$ cat src/rtl/eth_gmii_tx_framer.sv
`default_nettype none
// ============================================================================
// Module      : eth_gmii_tx_framer
// Description : Transmit-side GMII framer, clk250_i domain. Takes raw frame
//               bytes (DA through payload) on a valid/ready/last byte stream
//               and produces a 125 Mbyte/s GMII stream: 7x preamble, SFD,
//               data, zero pad up to min_frame_p, FCS (CRC-32), then
//               ifg_bytes_p idle byte-times.
// Revision    : 1.0 - initial release
// ----------------------------------------------------------------------------
// Ports
//   clk250_i      in   250 MHz clock, rising edge
//   reset_r_lo    in   asynchronous active-high reset
//   data_i        in   frame byte
//   data_valid_i  in   data_i valid
//   data_last_i   in   data_i is the final frame byte
//   data_ready_o  out  byte consumed when data_valid_i & data_ready_o
//   gmii_txd_o    out  GMII transmit byte (registered)
//   gmii_tx_en_o  out  GMII transmit enable (registered)
//   gmii_tx_er_o  out  GMII transmit error (registered)
//   byte_tick_o   out  high on cycles at whose end the GMII outputs load
//   busy_o        out  framer not idle
//   tx_done_o     out  pulse on the tick that loads the last FCS byte
//   underrun_o    out  pulse on the tick that loads the underrun error byte
// ============================================================================
module eth_gmii_tx_framer #(
    parameter int min_frame_p = 60,
    parameter int ifg_bytes_p = 12
) (
    input  logic       clk250_i,
    input  logic       reset_r_lo,
    input  logic [7:0] data_i,
    input  logic       data_valid_i,
    input  logic       data_last_i,
    output logic       data_ready_o,
    output logic [7:0] gmii_txd_o,
    output logic       gmii_tx_en_o,
    output logic       gmii_tx_er_o,
    output logic       byte_tick_o,
    output logic       busy_o,
    output logic       tx_done_o,
    output logic       underrun_o
);

    typedef enum logic [2:0] {
        ST_IDLE = 3'd0,
        ST_PRE  = 3'd1,
        ST_SFD  = 3'd2,
        ST_DATA = 3'd3,
        ST_PAD  = 3'd4,
        ST_FCS  = 3'd5,
        ST_DROP = 3'd6,
        ST_IFG  = 3'd7
    } state_t;

    localparam logic [11:0] min_len  = 12'(min_frame_p);
    // IFG leaves on the tick where cnt reaches ifg_last; a zero gap still
    // costs one idle byte-time.
    localparam logic [10:0] ifg_last = (ifg_bytes_p > 1) ? 11'(ifg_bytes_p - 1) : 11'd0;

    state_t      state_r, state_nx;
    logic        phase_r;
    logic [10:0] cnt_r, cnt_nx;
    logic [10:0] len_r, len_nx;
    logic [31:0] crc_r, crc_nx;
    logic [7:0]  txd_nx;
    logic        tx_en_nx, tx_er_nx;
    logic        tick;
    logic [11:0] len_plus1;
    logic [10:0] len_sat;
    logic [31:0] fcs;

    // Reflected CRC-32, one byte per call, LSB first.
    function automatic logic [31:0] crc_step(input logic [31:0] crc, input logic [7:0] d);
        logic [31:0] c;
        c = crc ^ {24'd0, d};
        for (int i = 0; i < 8; i++) begin
            c = c[0] ? ((c >> 1) ^ 32'hEDB88320) : (c >> 1);
        end
        return c;
    endfunction

    assign tick        = phase_r;
    assign byte_tick_o = phase_r;
    assign busy_o      = (state_r != ST_IDLE);
    assign len_plus1   = {1'b0, len_r} + 12'd1;
    assign len_sat     = (len_r == 11'h7FF) ? len_r : len_r + 11'd1;
    assign fcs         = ~crc_r;

    always_comb begin
        state_nx     = state_r;
        cnt_nx       = cnt_r;
        len_nx       = len_r;
        crc_nx       = crc_r;
        txd_nx       = 8'h00;
        tx_en_nx     = 1'b0;
        tx_er_nx     = 1'b0;
        data_ready_o = 1'b0;
        tx_done_o    = 1'b0;
        underrun_o   = 1'b0;
        case (state_r)
            ST_IDLE: begin
                // The waiting byte is only looked at, not consumed, here.
                if (data_valid_i) begin
                    txd_nx   = 8'h55;
                    tx_en_nx = 1'b1;
                    cnt_nx   = 11'd1;
                    state_nx = ST_PRE;
                end
            end
            ST_PRE: begin
                txd_nx   = 8'h55;
                tx_en_nx = 1'b1;
                cnt_nx   = cnt_r + 11'd1;
                if (cnt_r == 11'd6) state_nx = ST_SFD;
            end
            ST_SFD: begin
                txd_nx   = 8'hD5;
                tx_en_nx = 1'b1;
                len_nx   = 11'd0;
                crc_nx   = 32'hFFFF_FFFF;
                state_nx = ST_DATA;
            end
            ST_DATA: begin
                data_ready_o = tick;
                tx_en_nx     = 1'b1;
                if (data_valid_i) begin
                    txd_nx = data_i;
                    crc_nx = crc_step(crc_r, data_i);
                    len_nx = len_sat;
                    if (data_last_i) begin
                        cnt_nx   = 11'd0;
                        state_nx = (len_plus1 < min_len) ? ST_PAD : ST_FCS;
                    end
                end else begin
                    // Starved mid-frame: one error byte, then drain and abort.
                    tx_er_nx   = 1'b1;
                    underrun_o = tick;
                    state_nx   = ST_DROP;
                end
            end
            ST_PAD: begin
                tx_en_nx = 1'b1;
                crc_nx   = crc_step(crc_r, 8'h00);
                len_nx   = len_sat;
                if (len_plus1 >= min_len) begin
                    cnt_nx   = 11'd0;
                    state_nx = ST_FCS;
                end
            end
            ST_FCS: begin
                txd_nx   = 8'(fcs >> {cnt_r[1:0], 3'b000});
                tx_en_nx = 1'b1;
                cnt_nx   = cnt_r + 11'd1;
                if (cnt_r == 11'd3) begin
                    tx_done_o = tick;
                    cnt_nx    = 11'd0;
                    state_nx  = ST_IFG;
                end
            end
            ST_DROP: begin
                data_ready_o = tick;
                if (data_valid_i && data_last_i) begin
                    cnt_nx   = 11'd0;
                    state_nx = ST_IFG;
                end
            end
            ST_IFG: begin
                cnt_nx = cnt_r + 11'd1;
                if (cnt_r >= ifg_last) state_nx = ST_IDLE;
            end
            default: state_nx = ST_IDLE;
        endcase
    end

    always_ff @(posedge clk250_i or posedge reset_r_lo) begin
        if (reset_r_lo) begin
            phase_r      <= 1'b0;
            state_r      <= ST_IDLE;
            cnt_r        <= 11'd0;
            len_r        <= 11'd0;
            crc_r        <= 32'hFFFF_FFFF;
            gmii_txd_o   <= 8'h00;
            gmii_tx_en_o <= 1'b0;
            gmii_tx_er_o <= 1'b0;
        end else begin
            phase_r <= ~phase_r;
            // Everything else advances at the byte rate only.
            if (tick) begin
                state_r      <= state_nx;
                cnt_r        <= cnt_nx;
                len_r        <= len_nx;
                crc_r        <= crc_nx;
                gmii_txd_o   <= txd_nx;
                gmii_tx_en_o <= tx_en_nx;
                gmii_tx_er_o <= tx_er_nx;
            end
        end
    end

endmodule
`default_nettype wire

$ cat config.mk
export PLATFORM = sky130hd
export DESIGN_NAME = eth_gmii_tx_framer
export DESIGN_NICKNAME = d
export VERILOG_FILES = /design/src/rtl/eth_gmii_tx_framer.sv
export SDC_FILE = /design/constraint.sdc
export NUM_CORES = 1
export LEC_CHECK = 0
export ABC_CLOCK_PERIOD_IN_PS = 4000
export BUFFER_PORTS_ARGS = -buffer_cell sky130_fd_sc_hd__buf_2
export CORE_MARGIN = 4
export CORE_UTILIZATION = 27
export DETAILED_ROUTE_END_ITERATION = 8
export PLACE_DENSITY = 0.43
export SLEW_MARGIN = 20
export SYNTH_ARGS = -nofsm -noshare
export SYNTH_HDL_FRONTEND = slang
export SYNTH_SLANG_ARGS = --single-unit
$ cat constraint.sdc
create_clock -name clk250_i -period 4 [get_ports clk250_i]
set_clock_uncertainty 0.05 [all_clocks]
set_input_delay 0.2 -clock clk250_i [delete_from_list [all_inputs] [get_ports clk250_i]]
set_output_delay 0.2 -clock clk250_i [all_outputs]
set_load 0.005 [all_outputs]
; After elaboration in Yosys (flattened, before gate mapping)
; Index checks and enable logic that the tools add are counted.
[totals]
inputBits = 12
word_cells = 114
reg_bits = 68
[classes]
bitwise = 19
reduce_logical = 11
n_lt_le_gt_ge = 3
shifts = 1
n_eq_ne = 19
muxes = 50
addsub = 3
[op_table]
columns = operator, n
row1 = $mux 32, 17
row2 = $not 13->14, 16
row3 = $pmux 32 s3, 1
row4 = $mux 11, 8
row5 = $pmux 11 s6, 1
row6 = $pmux 8 s5, 1
row7 = $pmux 11 s3, 1
row8 = $not 32->32, 1
row9 = $shr 32x5->8, 1
row10 = $xor 32x8->32, 1
row11 = $mux 3, 8
row12 = $pmux 3 s8, 1
row13 = $add 11x1->11 const B, 2
row14 = $ne 2x2->1 const B, 8
row15 = $add 11x1->12 const B, 1
row16 = $eq 3x3->1 const B, 4
row17 = $ge 12x6->1 const B, 1
row18 = $lt 12x6->1 const B, 1
row19 = $eq 11x11->1 const B, 1
row20 = $eq 11x2->1 const B, 1
row21 = $eq 11x3->1 const B, 1
row22 = $ge 11x4->1 const B, 1
row23 = $mux 1, 9
row24 = $mux 8, 1
row25 = 15 further kinds, 18

; Longest topological paths before layout
; Gate-level depths: netlist (run 1).
[depth]
word_depth = 19
mapped_depth = 8

; Worst setup path after synthesis (run 1)
; No wires, ideal clock.
[synth_timing]
kind = reg2reg
startpoint = reg len_r[0]
endpoint = reg cnt_r[0]
arrival_time_ns = 2.092
setup_slack_ns = 1.733
t_required_ns = 3.825
path_stages_with_launch = 8
cell_sequence = dfrtp_1 ha_1 nand3_2 nor3_1 nand4_1 a221o_1 o21ai_0 mux2_2
[synth_via]
elab_chain_len = 4
[synth_lines]
columns = item, line_no
row1 = "start, declared", 64  ; logic [10:0] len_r, len_nx;
row2 = "start signal, assigned", 192  ; len_r <= len_nx;
row3 = $add 11x1->12, 86  ; assign len_plus1 = {1'b0, len_r} + 12'd1;
row4 = $ge 12x6->1, 146  ; if (len_plus1 >= min_len) begin
row5 = $ne 2x2->1 (no line), n/a
row6 = $reduce_and 7->1 (no line), n/a
row7 = "end signal, assigned", 191  ; cnt_r <= cnt_nx;
row8 = "end, declared", 63  ; logic [10:0] cnt_r, cnt_nx;
; Every way passes these cells.
; A chain may end at the register's enable or synchronous reset.

; Final worst setup path (run 1)
[layout_timing]
startpoint = reg state_r[0]
endpoint = out underrun_o
[layout_via]
elab_chain_len = 2
[layout_lines]
columns = item, line_no
row1 = "start, declared", 61  ; state_t state_r, state_nx;
row2 = "start signal, assigned", 190  ; state_r <= state_nx;
row3 = $eq 3x2->1, 101  ; case (state_r)
row4 = $mux 1, 101
row5 = "end, declared", 42  ; output logic underrun_o
; Every way passes these cells.

==> results of run 1 <==
[placed cells by master (no fill, tap or decap), types with 8 or more instances in the layout]
master,n
dfstp_2,32
o22a_1,8
o21ai_0,28
a221oi_1,10
inv_1,9
buf_2,26
nor2_1,62
xor2_1,38
xnor2_1,86
nand2_1,29
o2bb2ai_1,9
dfrtp_1,36
o21a_1,10
a21oi_1,38
and3_1,9
buf_4,9
clkbuf_16,9
[flip-flops by register name (all words and copies together), names as in the netlist]
register / cells
state_r: 3
len_r: 11
gmii_tx_er_o: 1
gmii_txd_o: 8
cnt_r: 11
gmii_tx_en_o: 1
byte_tick_o: 1
crc_r: 32
[worst register-to-register path, cell delays in order, from the launching register on]
cell	delay, ns
dfrtp_1	0.75
nor3b_2	0.28
buf_4	0.33
o21a_1	0.50
o21ai_1	0.36
inv_1	0.19
nand2_1	0.06
o21ai_0	0.16
[worst min path at each step]
stage | endpoint | slack [ns]
detailed placement | gmii_txd_o[5]$_DFFE_PP0P_ | 0.41
finish | gmii_txd_o[5]$_DFFE_PP0P_ | -0.0003
global placement | gmii_txd_o[5]$_DFFE_PP0P_ | 0.40
CTS | gmii_txd_o[5]$_DFFE_PP0P_ | 0.04
floorplan | gmii_txd_o[5]$_DFFE_PP0P_ | 0.33
global route | gmii_txd_o[5]$_DFFE_PP0P_ | 0.10
[kinds of logic (layout without fill, tap and decap cells)]
family | after synthesis | count (layout) | synth area share (%)
AO/OA/AOI/OAI | 160 | 160 | 20.5
multiplexers | 13 | 13 | 4.44
AND/OR/NAND/NOR | 143 | 143 | 12.7
adder cells (fa/ha/maj) | 3 | 3 | 0.701
buffers and inverters | 51 | 61 | 4.32
XOR/XNOR | 135 | 135 | 24.8
flip-flops | 68 | 68 | 32.5
[per-stage QoR]
step           std cells  hold slack [ns]  utilization, %  worst slack (ns)  area, sq um
2_1_floorplan        573            0.329               -              1.73         5350
3_3_place_gp         832            0.404            29.3              1.24         5700
3_5_place_dp         832            0.413            29.3              1.15         5700
4_1_cts              848           0.0439            30.7              1.15         5980
5_1_grt              848            0.104            30.7             0.967         5980
6_report             848        -0.000279            30.7              1.22         5980
[area by class of cell]
type / count / area, sq um / share of cell area [%]
multi-input cells: 454 / 3390 / 56.7
flip-flops and latches: 68 / 1740 / 29.1
well taps: 265 / 332 / 5.54
clock buffers: 11 / 243 / 4.06
repair buffers: 35 / 198 / 3.30
clock inverters: 5 / 37.5 / 0.627
inverters: 10 / 37.5 / 0.627
[routing by layer]
metal / vias to the layer above / GRT usage [%] / share of wire [%]
li1: 2050 / - / -
met1: 2145 / 21.1 / 49
met2: 94 / 22.3 / 45
met3: 16 / 2.19 / 4.6
met4: 0 / 4.94 / 1.8
met5: - / 0 / 0
==> impl_metrics.py, run 1 <==
metrics = {
    "critical_path": {
        "critPathMaxStageDelay_ns": 0.79,
        "r2r_cells": 7,
        "crit_cells": 4,
        "worstSetupStartpointType": "register",
        "cp_top_family": "simple AND/OR/NAND/NOR gates",
        "reg2reg_slack_ns": 1.25,
        "r2r_start": "state_r[2]$_DFFE_PP0P_",
        "crit_end": "underrun_o",
        "cp_num_buf_inv": 2,
        "criticalPathCategory": "register to primary output",
        "crit_start": "state_r[0]$_DFFE_PP0P_",
        "worstPathArrival_ns": 2.53,
        "reg2reg_to": "len_r[7]$_DFFE_PP0P_",
        "cp.required_ns": 3.75,
        "end_kind": "primary output",
        "crit_slowest_cell": "dfrtp_1",
        "cp_max_fo": 21,
        "path_cells": "inv_1 > or2_2 > nor3_1 > buf_2",
    },
    "routing": {
        "vias": 4305,
        "routed_wirelength_microns": 15800,
        "routed_via_density": 5.08,
        "final_antenna_net_count": 0,
        "drtIter0Drc": 236,
        "wl_per_cell_microns": 18.7,
        "drcViolationCount": 0,
        "first_pass_iters": 4,
    },
    "global_routing": {
        "grt_overflow": 0,
        "grt_use_total_pct": 14.6,
        "grt_max_degree": 44,
        "grt_pass1_wl_microns": 25000,
        "grt_pass1_vias": 4197,
        "antenna_found_initial": 0,
    },
    "timing": {
        "max_slew_margin_pct": 36.9,
        "clock.fmax_mhz": 360,
        "tightest_slew_ns": 0.947,
        "rsz0062_at_grt": "false",
        "fin_crit_sh_pct": 69.5,
        "fin_hold_ws_ns": -0.000279,
        "finalCriticalPeriod_ns": 2.78,
        "finalSetupViolCount": 0,
        "tns_ns": 0,
        "finalMaxSlewViolations": 0,
        "hold_violations": 1,
    },
    "cts": {
        "ctsHoldBuffers": 0,
        "clk_latency_ns": 0.35,
        "clkSinkCount": 68,
        "htree_levels": 3,
        "cts_setup_buffers": 0,
        "cts_tree": "built",
        "cts_buffer_depth": 2,
        "cts_resized": 0,
        "cts-buffers-inserted": 9,
        "clk_pin_slew_ns": 0.06,
        "cts_root_buf": "clkbuf_16",
    },
    "finish": {
        "fillCellCount": 2010,
        "n_antenna_cell": 0,
        "layout.nets": 593,
        "layout-drive-gt1-share_pct": 19.4,
        "syn_to_final_growth_pct": 11.7,
    },
    "logic_synthesis": {
        "yosysWarnings": 0,
        "ys_seq_area_share_pct": 32.5,
        "synth_top_area_share_pct": 16.8,
        "yosys-top-cells-count": "xnor2_1 (86), nor2_1 (62), a21oi_1 (39)",
        "avgSynthCellArea_sq_um": 9.34,
        "synth-edff-count": 0,
        "ys_top_cells_by_area": "dfrtp_1 (17%), dfstp_2 (16%), xnor2_1 (14%)",
        "yosys.area.top_type": "dfrtp_1",
        "yosysMostFrequentCell": "xnor2_1",
        "syn-cell-area_sq_um": 5350,
        "synthArstFlopShare_pct": 100,
        "synth.distinct_cells": 65,
        "synth-seq-cells": 68,
        "synthCells": 573,
        "synth_flop_cell": "dfrtp_1",
        "synth_nets": 588,
    },
    "placed_design": {
        "place_congestion": 0.827,
        "dp_hpwl_microns": 11200,
        "io_buffers": 26,
    },
    "floorplan": {
        "die_width_microns": 149,
        "core_sq_um": 19500,
        "die_area_sq_um": 22100,
        "pin_count": 27,
        "fp-row-count": 51,
        "dieHeight_microns": 149,
        "start_util_pct": 27.5,
    },
    "status": {
        "status": "finished, violations left",
        "failed_checks": "hold timing",
    },
    "min_path": {
        "hold_class": "input port to async pin",
    },
    "job": {
        "drv_cap": 0,
    },
}
Power of run 1 is not shown: default switching activity piles up to over one toggle a cycle in this logic, so the estimate is an artifact.
==> run 2: changes to the inputs <==
--- a/config.mk
+++ b/config.mk
@@ -5,12 +5,12 @@
 export SDC_FILE = /design/constraint.sdc
 export NUM_CORES = 1
 export LEC_CHECK = 0
-export ABC_CLOCK_PERIOD_IN_PS = 4000
+export ABC_CLOCK_PERIOD_IN_PS = 2300
 export BUFFER_PORTS_ARGS = -buffer_cell sky130_fd_sc_hd__buf_2
 export CORE_MARGIN = 4
 export CORE_UTILIZATION = 27
 export DETAILED_ROUTE_END_ITERATION = 8
-export PLACE_DENSITY = 0.43
+export PLACE_DENSITY = 0.44
 export SLEW_MARGIN = 20
 export SYNTH_ARGS = -nofsm -noshare
 export SYNTH_HDL_FRONTEND = slang
==> constraint.sdc (replaced) <==
create_clock -name clk250_i -period 2.3 [get_ports clk250_i]
set_clock_uncertainty 0.05 [all_clocks]
set_input_delay 0.115 -clock clk250_i [delete_from_list [all_inputs] [get_ports clk250_i]]
set_output_delay 0.115 -clock clk250_i [all_outputs]
set_load 0.005 [all_outputs]
==> run 2 against run 1 <==
Net effect:
- the run now ends clean
- hold slack better by 0.17 ns
- worst setup slack lost 1.1 ns
- wire length rose by 6.5%
- register-to-register slack worse by 1.1 ns
- final cell count up 5.9%
- global-route usage grew 1.1 points
- critical endpoint unchanged
- highest routed layer unchanged
==> impl_metrics.py, run 2 (synthesis results as in run 1) <==
metrics = {
    "status": {
        "status": "completed",
    },
    "floorplan": {
        "die_width_microns": 149,
        "fp-row-count": 51,
        "pin_count": 27,
        "die_area_sq_um": 22100,
        "dieHeight_microns": 149,
        "core_sq_um": 19500,
        "start_util_pct": 27.5,
    },
    "min_path": {
        "min_from": "data_valid_i",
        "hold_depth": 3,
        "whs_endpoint": "state_r[1]$_DFFE_PP0P_",
        "hold_class": "input port to register",
    },
    "critical_path": {
        "criticalPathCategory": "register to primary output",
        "crit_slowest_cell": "or2_2",
        "r2r_start": "len_r[0]$_DFFE_PP0P_",
        "worstSetupStartpointType": "register",
        "cp_top_family": "simple AND/OR/NAND/NOR gates",
        "critPathMaxStageDelay_ns": 0.51,
        "cp_max_fo": 18,
        "reg2reg_to": "cnt_r[1]$_DFFE_PP0P_",
        "r2r_cells": 7,
        "end_kind": "primary output",
        "worstPathArrival_ns": 2.06,
        "reg2reg_slack_ns": 0.13,
        "path_cells": "nand2b_1 > or2_2 > nor3_1 > buf_2",
        "cp.required_ns": 2.13,
        "cp_num_buf_inv": 1,
    },
    "placed_design": {
        "io_buffers": 26,
        "dp_hpwl_microns": 12300,
        "place_congestion": 0.886,
    },
    "timing": {
        "hold_violations": 0,
        "finalMaxSlewViolations": 0,
        "tightest_slew_ns": 0.679,
        "rsz0062_at_grt": "false",
        "max_slew_margin_pct": 54.7,
        "clock.fmax_mhz": 450,
        "tns_ns": 0,
        "fin_crit_sh_pct": 96.6,
        "finalSetupViolCount": 0,
        "finalCriticalPeriod_ns": 2.22,
    },
    "finish": {
        "layout_common_cells": "xnor2_1 (86), nor2_1 (62), buf_4 (54), a21oi_1 (38), xor2_1 (38)",
        "reg_top3": "crc_r (32), cnt_r (11), len_r (11)",
        "mostFrequentLayoutCell": "xnor2_1",
        "top_register": "crc_r",
        "layout.nets": 643,
        "n_antenna_cell": 0,
        "largest_reg_flops": 32,
        "layout-drive-gt1-share_pct": 26.2,
        "syn_to_final_growth_pct": 20.2,
    },
    "cts": {
        "cts_tree": "built",
        "clk_latency_ns": 0.36,
        "clk_pin_slew_ns": 0.07,
        "cts-buffers-inserted": 9,
        "cts_root_buf": "clkbuf_16",
        "cts_buffer_depth": 2,
        "clkSinkCount": 68,
        "htree_levels": 3,
    },
    "job": {
        "drv_cap": 0,
    },
    "routing": {
        "routed_via_density": 5.05,
        "drtIter0Drc": 319,
        "wl_per_cell_microns": 18.8,
        "vias": 4533,
        "first_pass_iters": 4,
        "drcViolationCount": 0,
        "routed_wirelength_microns": 16800,
        "final_antenna_net_count": 0,
    },
    "global_routing": {
        "grt_max_degree": 41,
        "grt_pass1_vias": 4554,
        "grt_overflow": 0,
        "grt_use_total_pct": 15.6,
        "antenna_found_initial": 0,
        "grt_pass1_wl_microns": 26700,
    },
}
run 2: worst register-to-register path: cells and delay by family (launching register included):
family | cells | cell delay, ns
adder cells (fa/ha/maj) | 1 | 0.22
AND/OR/NAND/NOR | 3 | 0.46
flip-flops | 1 | 0.38
multiplexers | 1 | 0.36
AO/OA/AOI/OAI | 2 | 0.57
run 2: per-stage QoR:
step | cells | utilization [%] | cell area (sq um) | setup slack (ns) | hold WS, ns
final | 898 | 33.1 | 6430 | 0.0772 | 0.166
after CTS | 898 | 32.9 | 6410 | 0.0311 | 0.166
after floorplan | 573 | - | 5350 | 0.0334 | 0.244
after global placement | 881 | 31.4 | 6120 | 0.0786 | 0.200
after detailed placement | 881 | 31.4 | 6120 | 0.0403 | 0.209
after global routing | 898 | 33.1 | 6430 | 0.00268 | 0.176
run 2: repair_timing:
action | in CTS | in global routing
setup endpoints to repair | 0 | 11
hold endpoints to repair | 23 | 0
resized for setup | 0 | 7
hold buffers | 1 | 0
buffers inserted | 0 | 0
run 2: worst max path at each step:
stage                            from                    end  slack, ns  depth (start not counted)
6_report       state_r[2]$_DFFE_PP0P_             underrun_o       0.08                          4
5_1_grt        state_r[2]$_DFFE_PP0P_             underrun_o      0.003                          4
4_1_cts          cnt_r[6]$_DFFE_PP0P_   cnt_r[7]$_DFFE_PP0P_       0.03                          7
3_5_place_dp     cnt_r[6]$_DFFE_PP0P_   cnt_r[7]$_DFFE_PP0P_       0.04                          7
3_3_place_gp     crc_r[1]$_DFFE_PP1P_  crc_r[24]$_DFFE_PP1P_       0.08                          6
2_1_floorplan    len_r[0]$_DFFE_PP0P_   cnt_r[0]$_DFFE_PP0P_       0.03                          7
run 2: final cells by class:
class | count | area (sq um)
fillers | 2019 | 13000
multi-input cells | 454 | 3420
flip-flops and latches | 68 | 1750
repair buffers | 85 | 626
well taps | 265 | 332
clock buffers | 9 | 225
clock inverters | 7 | 52.6
inverters | 10 | 37.5
run 2: metal layers:
| layer | track usage, % | vias to the layer above | wire length [microns] |
|---|---|---|---|
| li1 | - | 2151 | - |
| met1 | 22.3 | 2260 | 8240 |
| met2 | 24.4 | 111 | 7670 |
| met3 | 3.71 | 11 | 788 |
| met4 | 3.16 | 0 | 138 |
| met5 | 0 | - | 0 |
Power of run 2 is left out for the same reason.
==> run 3: changes to the inputs <==
--- a/config.mk
+++ b/config.mk
@@ -9,6 +9,7 @@
 export BUFFER_PORTS_ARGS = -buffer_cell sky130_fd_sc_hd__buf_2
 export CORE_MARGIN = 4
 export CORE_UTILIZATION = 27
+export CTS_CLUSTER_DIAMETER = 150
 export DETAILED_ROUTE_END_ITERATION = 8
 export PLACE_DENSITY = 0.44
 export SLEW_MARGIN = 20
==> constraint.sdc (replaced) <==
create_clock -name clk250_i -period 2.3 [get_ports clk250_i]
set_clock_uncertainty 0.05 [all_clocks]
set_input_delay 0.575 -clock clk250_i [delete_from_list [all_inputs] [get_ports clk250_i]]
set_output_delay 0.575 -clock clk250_i [all_outputs]
set_load 0.005 [all_outputs]
==> run 3 against run 2 <==
Net effect:
- the flow now finishes with violations (setup timing)
- worst setup slack got worse by 0.081 ns
- sequential share of layout area fell by 1.1 points
- maximum frequency is 3.5% lower
- global-route usage rose by 0.57 points
- final area grew 4.3%
- clock-buffer cell count is the same
- flip-flop and latch count unchanged
- first-iteration DRC count is 2.8% lower
==> impl_metrics.py, run 3 (synthesis results as in run 1) <==
metrics = {
    "finish": {
        "largest_reg_flops": 32,
        "mostFrequentLayoutCell": "xnor2_1",
        "regArea_sq_um": 1750,
        "layout.nets": 670,
        "layout-drive-gt1-share_pct": 30.9,
        "multi_input_area_sq_um": 3470,
        "top_register": "crc_r",
        "syn_to_final_growth_pct": 25.4,
        "layout_common_cells": "xnor2_1 (84), buf_4 (82), nor2_1 (62), a21oi_1 (38), xor2_1 (37)",
        "fillCellCount": 2020,
        "fin_cells": 925,
        "n_antenna_cell": 0,
        "reg_top3": "crc_r (32), cnt_r (11), len_r (11)",
    },
    "critical_path": {
        "critPathMaxStageDelay_ns": 0.39,
        "crit_slowest_cell": "dfrtp_1",
        "cp_top_family": "simple AND/OR/NAND/NOR gates",
        "cp.required_ns": 1.67,
        "r2r_start": "crc_r[0]$_DFFE_PP1P_",
        "cp_num_buf_inv": 2,
        "worstSetupStartpointType": "register",
        "cp_max_fo": 2,
        "reg2reg_slack_ns": 0.11,
        "path_cells": "nor4_2 > buf_4 > and4b_2 > and4_1 > buf_2",
        "r2r_cells": 6,
        "worstPathArrival_ns": 1.68,
        "criticalPathCategory": "register to primary output",
        "end_kind": "primary output",
        "reg2reg_to": "crc_r[23]$_DFFE_PP1P_",
    },
    "timing": {
        "tightest_slew_ns": 0.551,
        "fin_ws_ns": -0.00415,
        "rsz0062_at_grt": "true",
        "finalCriticalPeriod_ns": 2.30,
        "fin_crit_sh_pct": 100,
        "clock.fmax_mhz": 434,
        "finalSetupViolCount": 1,
        "max_slew_margin_pct": 62.9,
        "finalMaxSlewViolations": 0,
        "hold_violations": 0,
    },
    "cts": {
        "htree_levels": 3,
        "cts_buffer_depth": 2,
        "clk_pin_slew_ns": 0.06,
        "cts_root_buf": "clkbuf_16",
        "clk_latency_ns": 0.35,
        "cts-buffers-inserted": 9,
        "clkSinkCount": 68,
        "ctsHoldBuffers": 0,
        "cts_tree": "built",
    },
    "job": {
        "drv_cap": 0,
    },
    "status": {
        "failed_checks": "setup timing",
        "status": "finished, violations left",
    },
    "global_routing": {
        "grt_max_degree": 69,
        "grt_pass1_wl_microns": 27600,
        "antenna_found_initial": 0,
        "grt_overflow": 0,
        "grt_pass1_vias": 4687,
        "grt_use_total_pct": 16.2,
    },
    "floorplan": {
        "dieHeight_microns": 149,
        "core_sq_um": 19500,
        "die_area_sq_um": 22100,
        "fp-row-count": 51,
        "die_width_microns": 149,
        "start_util_pct": 27.5,
        "pin_count": 27,
    },
    "placed_design": {
        "place_congestion": 0.846,
        "io_buffers": 26,
        "dp.cells": 903,
        "dp_hpwl_microns": 12400,
    },
    "pwr": {
        "p_per_area_nw_per_um2": 2010,
        "vdd_drop_max_v": 0.000648,
        "power_mw": 13.5,
        "p_leak_nw": 2.73,
    },
    "routing": {
        "final_antenna_net_count": 0,
        "dr_wl_met3_microns": 737,
        "wl_per_cell_microns": 18.7,
        "first_pass_iters": 4,
        "wirelength_met1_microns": 8100,
        "routed_wirelength_microns": 17300,
        "routed_via_density": 5.07,
        "vias": 4692,
        "drcViolationCount": 0,
        "top_layer": "met4",
        "drtIter0Drc": 310,
        "dr_wl_met2_microns": 8100,
    },
    "min_path": {
        "hold_class": "input port to async pin",
    },
}
## run 3: area by class of cell
class                      count  share of cell area (%)
timing repair buffer         112                    12.3
sequential                    68                    26.0
clock inverter                 7                    1.12
clock buffer                   9                    3.36
tap                          265                    4.94
multi-input combinational    454                    51.7
inverter                      10                   0.559
## run 3: tightest hold or removal path, delay by kind of cell
family / cells / cell delay (ns)
buffers and inverters: 3 / 0.46
## run 3: where the power goes
group	total, mW	internal (mW)	switching (mW)
logic	9.57	4.73	4.83
clock network	1.45	0.844	0.603
registers	2.45	1.87	0.575
## run 3: metrics by stage
| stage | TNS (ns) | setup slack [ns] | cell area, sq um | hold slack (ns) | utilization [%] |
|---|---|---|---|---|---|
| after floorplan | 0 | 0.0164 | 5360 | 0.428 | - |
| after global placement | 0 | 0.0138 | 6290 | 0.418 | 32.3 |
| after detailed placement | -0.119 | -0.0329 | 6290 | 0.421 | 32.3 |
| after CTS | -0.0479 | -0.0479 | 6650 | 0.278 | 34.2 |
| after global routing | -0.0822 | -0.0820 | 6710 | 0.299 | 34.5 |
| final | -0.00415 | -0.00415 | 6710 | 0.236 | 34.5 |
## run 3: metal layers
| layer | GRT usage, % | up-vias |
|---|---|---|
| li1 | - | 2207 |
| met1 | 22.6 | 2349 |
| met2 | 25.8 | 115 |
| met3 | 2.13 | 21 |
| met4 | 6.18 | 0 |
| met5 | 0 | - |
## run 3: worst max-delay path by stage
stage                         startpoint                    end  slack [ns]  cells past startpoint
CTS                 cnt_r[8]$_DFFE_PP0P_              tx_done_o       -0.05                      5
floorplan                     reset_r_lo  byte_tick_o$_DFF_PP0_        0.02                      1
finish              cnt_r[7]$_DFFE_PP0P_              tx_done_o      -0.004                      5
detailed placement             data_i[1]  crc_r[23]$_DFFE_PP1P_       -0.03                      8
global placement               data_i[1]  crc_r[27]$_DFFE_PP1P_        0.01                      8
global route        cnt_r[7]$_DFFE_PP0P_              tx_done_o       -0.08                      5
## run 3: what timing repair did
action,CTS,global route
buffers inserted,4,2
pin swaps,2,4
endpoints found under the setup margin,4,10
resized for setup,7,9
Note: power is estimated with default switching activity, not from simulation.
